--- config.mk ---
export PLATFORM = sky130hd
export DESIGN_NAME = instr_fetch
export DESIGN_NICKNAME = d
export VERILOG_FILES = /design/src/rtl/instr_fetch.sv
export SDC_FILE = /design/constraint.sdc
export NUM_CORES = 1
export LEC_CHECK = 0
export CORE_ASPECT_RATIO = 0.8
export CORE_MARGIN = 2
export CORE_UTILIZATION = 42
export DETAILED_ROUTE_END_ITERATION = 8
export PLACE_DENSITY = 0.77
export SLEW_MARGIN = 40
export SYNTH_ARGS = -nofsm -noshare
export SYNTH_HDL_FRONTEND = slang
export SYNTH_SLANG_ARGS = --single-unit
--- constraint.sdc ---
create_clock -name clk -period 2.45 [get_ports clk]
set_clock_uncertainty 0.05 [all_clocks]
set_input_delay 0.735 -clock clk [delete_from_list [all_inputs] [get_ports clk]]
set_output_delay 0.735 -clock clk [all_outputs]
set_load 0.01 [all_outputs]
--- src/rtl/instr_fetch.sv ---
// instr_fetch: instruction-fetch stage with a one-entry IF/ID register.
//
// A three-state controller (BOOT, RUN, HALTED) steps a word-aligned PC
// through instruction memory. Each fetched word is captured into the IF/ID
// register together with its fetch address + 4. Redirects from downstream
// replace the PC and inject a bubble. Stalls freeze everything. A
// HALT_INSTR word parks the PC until the next redirect.
//
// Ports:
//   clk          in   sole clock, rising edge
//   rst_n        in   synchronous active-low reset
//   pc_addr      out  [31:0] word-aligned fetch address to instruction memory
//   instr        in   [31:0] memory word for pc_addr, same cycle
//   stall        in   hold PC and IF/ID register
//   redirect     in   load PC from redirect_pc and insert a bubble
//   redirect_pc  in   [31:0] redirect target, low two bits ignored
//   if_id_instr  out  [31:0] latched instruction
//   if_id_pc4    out  [31:0] latched fetch address + 4
//   if_id_valid  out  IF/ID entry holds a real instruction
//   halted       out  high while parked in HALTED
//   fetch_count  out  [31:0] number of valid IF/ID loads, wraps
module instr_fetch #(
  parameter logic [31:0] RESET_PC   = 32'h0000_0000,
  parameter logic [31:0] HALT_INSTR = 32'hFFFF_FFFF
) (
  input  logic        clk,
  input  logic        rst_n,
  output logic [31:0] pc_addr,
  input  logic [31:0] instr,
  input  logic        stall,
  input  logic        redirect,
  input  logic [31:0] redirect_pc,
  output logic [31:0] if_id_instr,
  output logic [31:0] if_id_pc4,
  output logic        if_id_valid,
  output logic        halted,
  output logic [31:0] fetch_count
);

  typedef enum logic [1:0] {
    BOOT   = 2'd0,
    RUN    = 2'd1,
    HALTED = 2'd2
  } state_t;

  state_t      state_r;
  logic [31:0] pc_r;
  logic [31:0] if_id_instr_r;
  logic [31:0] if_id_pc4_r;
  logic        if_id_valid_r;
  logic        halted_r;
  logic [31:0] fetch_count_r;

  logic [31:0] pc_plus4_s;
  logic [31:0] redirect_target_s;
  logic        is_halt_s;

  // Next sequential address, aligned redirect target and halt-word detect.
  always_comb begin
    pc_plus4_s        = pc_r + 32'd4;
    redirect_target_s = redirect_pc & 32'hFFFF_FFFC;
    if (instr == HALT_INSTR) begin
      is_halt_s = 1'b1;
    end else begin
      is_halt_s = 1'b0;
    end
  end

  // Fetch controller, PC and IF/ID register.
  always_ff @(posedge clk) begin
    if (!rst_n) begin
      state_r       <= BOOT;
      pc_r          <= RESET_PC & 32'hFFFF_FFFC;
      if_id_instr_r <= 32'h0000_0000;
      if_id_pc4_r   <= 32'h0000_0000;
      if_id_valid_r <= 1'b0;
      halted_r      <= 1'b0;
      fetch_count_r <= 32'h0000_0000;
    end else begin
      case (state_r)
        BOOT: begin
          // One settling cycle; redirect is deliberately not honoured here.
          state_r <= RUN;
        end
        RUN, HALTED: begin
          if (redirect) begin
            // Redirect beats stall and also releases a halt fetched on a
            // wrong path. if_id_pc4 is left as-is since the entry is invalid.
            state_r       <= RUN;
            pc_r          <= redirect_target_s;
            if_id_instr_r <= 32'h0000_0000;
            if_id_valid_r <= 1'b0;
            halted_r      <= 1'b0;
          end else if (stall) begin
            state_r <= state_r;
          end else if (state_r == RUN) begin
            if_id_instr_r <= instr;
            if_id_pc4_r   <= pc_plus4_s;
            if_id_valid_r <= 1'b1;
            fetch_count_r <= fetch_count_r + 32'd1;
            if (is_halt_s) begin
              // PC stays on the halt word so a later redirect is the only exit.
              state_r  <= HALTED;
              halted_r <= 1'b1;
            end else begin
              pc_r <= pc_plus4_s;
            end
          end else begin
            // Parked: drain the halt word out of IF/ID, hold the PC.
            if_id_valid_r <= 1'b0;
          end
        end
        default: begin
          state_r       <= BOOT;
          pc_r          <= RESET_PC & 32'hFFFF_FFFC;
          if_id_valid_r <= 1'b0;
          halted_r      <= 1'b0;
        end
      endcase
    end
  end

  assign pc_addr     = pc_r;
  assign if_id_instr = if_id_instr_r;
  assign if_id_pc4   = if_id_pc4_r;
  assign if_id_valid = if_id_valid_r;
  assign halted      = halted_r;
  assign fetch_count = fetch_count_r;

endmodule

==> reports/metrics.csv <==
metric;value;unit
clock latency on the worst-skew pair;0.43;ns
CTS tree;built;
status;completed;
First-pass DRT Iterations;5;
wire length per cell;17.49;um
EDFF count, synth;0;
H-Tree Level Count;4;
LEAKAGE;3.354;nW
DP Area;8757;um^2
antenna viol nets, final;0;
pin count of the biggest net entering global routing;37;
M2 GR Usage;0.3980;
VDD IR max;0.5455;mV
PD cells;575.7;nW/um^2
YS warnings;0;
Die Wd;139.4;um
Place WS;-0.4709;ns
Placed Cells;1151;
WP data arrival;1.60;ns
first-pass GRT wire length;32820;um
fillers;1215;
Core ar.;14300;um^2
Fin. Hold Viols;0;
Multi-input gate area;3307;um^2
Top delay family on crit path;buffers and inverters;
ANT cells;0;
DP HPWL;14550;um
Crit Path Max Fanout;11;
Core Util, Final;0.6573;
Syn Std Cell Area;6162;um^2
MaxCap Viol Count;0;
#FFs+latches synth;128;
Setup CP Type;flop to output port;
syn_area_per_cell;8.194;um^2
I/O Pins;198;
Cell variety after synth;59;
async set-reset flop share out of synthesis;0;
vias in the first global route;6280;
Final Cycle Share;0.9736;
antenna violations before repair;0;
Final Max Slew Viols;0;
Seq/Total Area, Yosys;0.4158;
final instance area;9398;um^2
Starting Density;0.4310;
Detailed Route Iter0 Violations;748;
most used routing layer;met2;
Worst Max-Slew Pin Slew;0.5755;ns
most frequent cell after synthesis;dfxtp_1;
WP buf/inv;1;
GRT Total Usage;0.2607;
number of buffers added on ports;191;
Routed Wire Length;20730;um
met1 GRT Util;0.3508;
area delta synth->final;52.51;%
non-filler cells, final;1185;
crit-path cells;clkdlybuf4s50_1;
total grt overflow;0;
Placement Rows;39;
Root Buffer;clkbuf_16;
die area;15660;um^2
fin worst setup slack;0.06469;ns
fin crit period;2.385;ns
CTS Buffer Depth;2;
critical path data required time;1.66;ns
DIE HEIGHT;112.3;um
Synth area leader;dfxtp_1;
worst hold path class;flop to flop;
Sink Count;128;
# DRC;0;
setup slack, reg-to-reg;0.12;ns
CP max stage delay;0.64;ns
Worst setup EP type;output port;
commonest cells in the netlist;128 x dfxtp_1, 103 x nor2_1, 47 x clkbuf_1;
CTS Buf Count;17;
Sum Neg Setup Slack;0;ns
DR vias;6806;
Synth Instances;752;
Worst slew margin;0.6128;
Final Setup Violations;0;
nature of the critical path startpoint;flop;
layout cells sized above 1;0.1319;
Reg area;2562;um^2
global placement routability congestion;0.9207;
final net count;1062;
Primary FF master, synth;dfxtp_1;
Via density;5.743;
met3 usage;0.08874;
ranking of synthesized cells by area;dfxtp_1 42%, nor2_1 6.3%, a22oi_1 4.4%, nand4_1 3.8%, a21oi_1 3.5%;
f_max;419.2;MHz
clock-pin slew on the worst setup and hold paths;0.06;ns
top-area cell type share of the netlist area;0.4158;
slowest CP cell;clkdlybuf4s50_1;
-- flip-flops by register name, summed over array words and instances (netlist names) --
name and count:
halted 1, if_id_pc4 30, fetch_count 32, if_id_instr 32, state_r 2, if_id_valid 1
pc_addr 30
-- tightest hold or removal path, delay by kind of cell, from the launching register on --
family | cells | cell delay (ns)
flip-flops | 1 | 0.31
AO/OA/AOI/OAI | 1 | 0.06
AND/OR/NAND/NOR | 1 | 0.06
-- placed cells by master (no fill, tap or decap), types with 19 or more instances in the layout --
cell type	instances
inv_1	19
nand3_1	29
dfxtp_1	128
xnor2_1	22
nor3_1	25
nor2_1	102
buf_4	76
xor2_1	19
nand2_1	45
clkdlybuf4s50_1	190
o21ai_0	33
a21oi_1	42
nand4_1	37
a22oi_1	36
-- cell type report --
type,instances,share of cell area
Clock inverter,10,0.01158
Sequential cell,128,0.2727
Timing Repair Buffer,275,0.2805
Tap cell,184,0.02450
Inverter,21,0.008388
Multi-Input combinational cell,545,0.3519
Clock buffer,22,0.05046
-- where the power goes --
group / switching [mW] / internal (mW) / leakage, nW / total (mW)
clock network: 0.944 / 1.57 / 0.286 / 2.51
registers: 0.0433 / 2.14 / 1.04 / 2.18
logic: 0.360 / 0.357 / 2.03 / 0.717
-- worst paths after layout --
kind	cells after the start	start	end
setup / recovery	1	pc_addr[19]$_SDFFE_PN0P_	pc_addr[19]
hold / removal	2	if_id_pc4[3]$_SDFFE_PN0P_	if_id_pc4[3]$_SDFFE_PN0P_
setup reg to reg	5	pc_addr[7]$_SDFFE_PN0P_	if_id_pc4[31]$_SDFFE_PN0P_
hold reg to reg	2	if_id_pc4[3]$_SDFFE_PN0P_	if_id_pc4[3]$_SDFFE_PN0P_
-- stage by stage --
| stage | power, mW | hold WS, ns |
|---|---|---|
| floorplan | 2.522 | 0.4305 |
| global placement | 2.912 | 0.3953 |
| detailed placement | 2.919 | 0.4262 |
| CTS | 5.426 | 0.4340 |
| global route | 5.600 | 0.4496 |
| finish | 5.411 | 0.4335 |
-- kinds of logic (layout without fill, tap and decap cells) --
family / Yosys count / count (layout) / share of synthesized area
mux: 5 / 5 / 0.008325
xor+xnor: 41 / 41 / 0.05827
compound gates: 182 / 182 / 0.1959
other cells: 1 / 4 / 0.0006086
simple gates: 307 / 307 / 0.2518
buf+inv: 82 / 328 / 0.05705
fa+ha+maj: 6 / 6 / 0.01218
flops: 128 / 128 / 0.4158
-- metal layers --
layer  part of all wire  vias to the layer above
li1                   -                     3219
met1               0.42                     3140
met2               0.44                      396
met3               0.12                       51
met4              0.020                        0
met5                  0                        -
-- timing repair --
item	4_1_cts	5_1_grt
setup buffers	0	2
resized for setup	1	9
hold buffers	0	0
setup endpoints to repair	3	33
pin swaps	0	4
No activity file was read; power rests on OpenSTA's default activity.
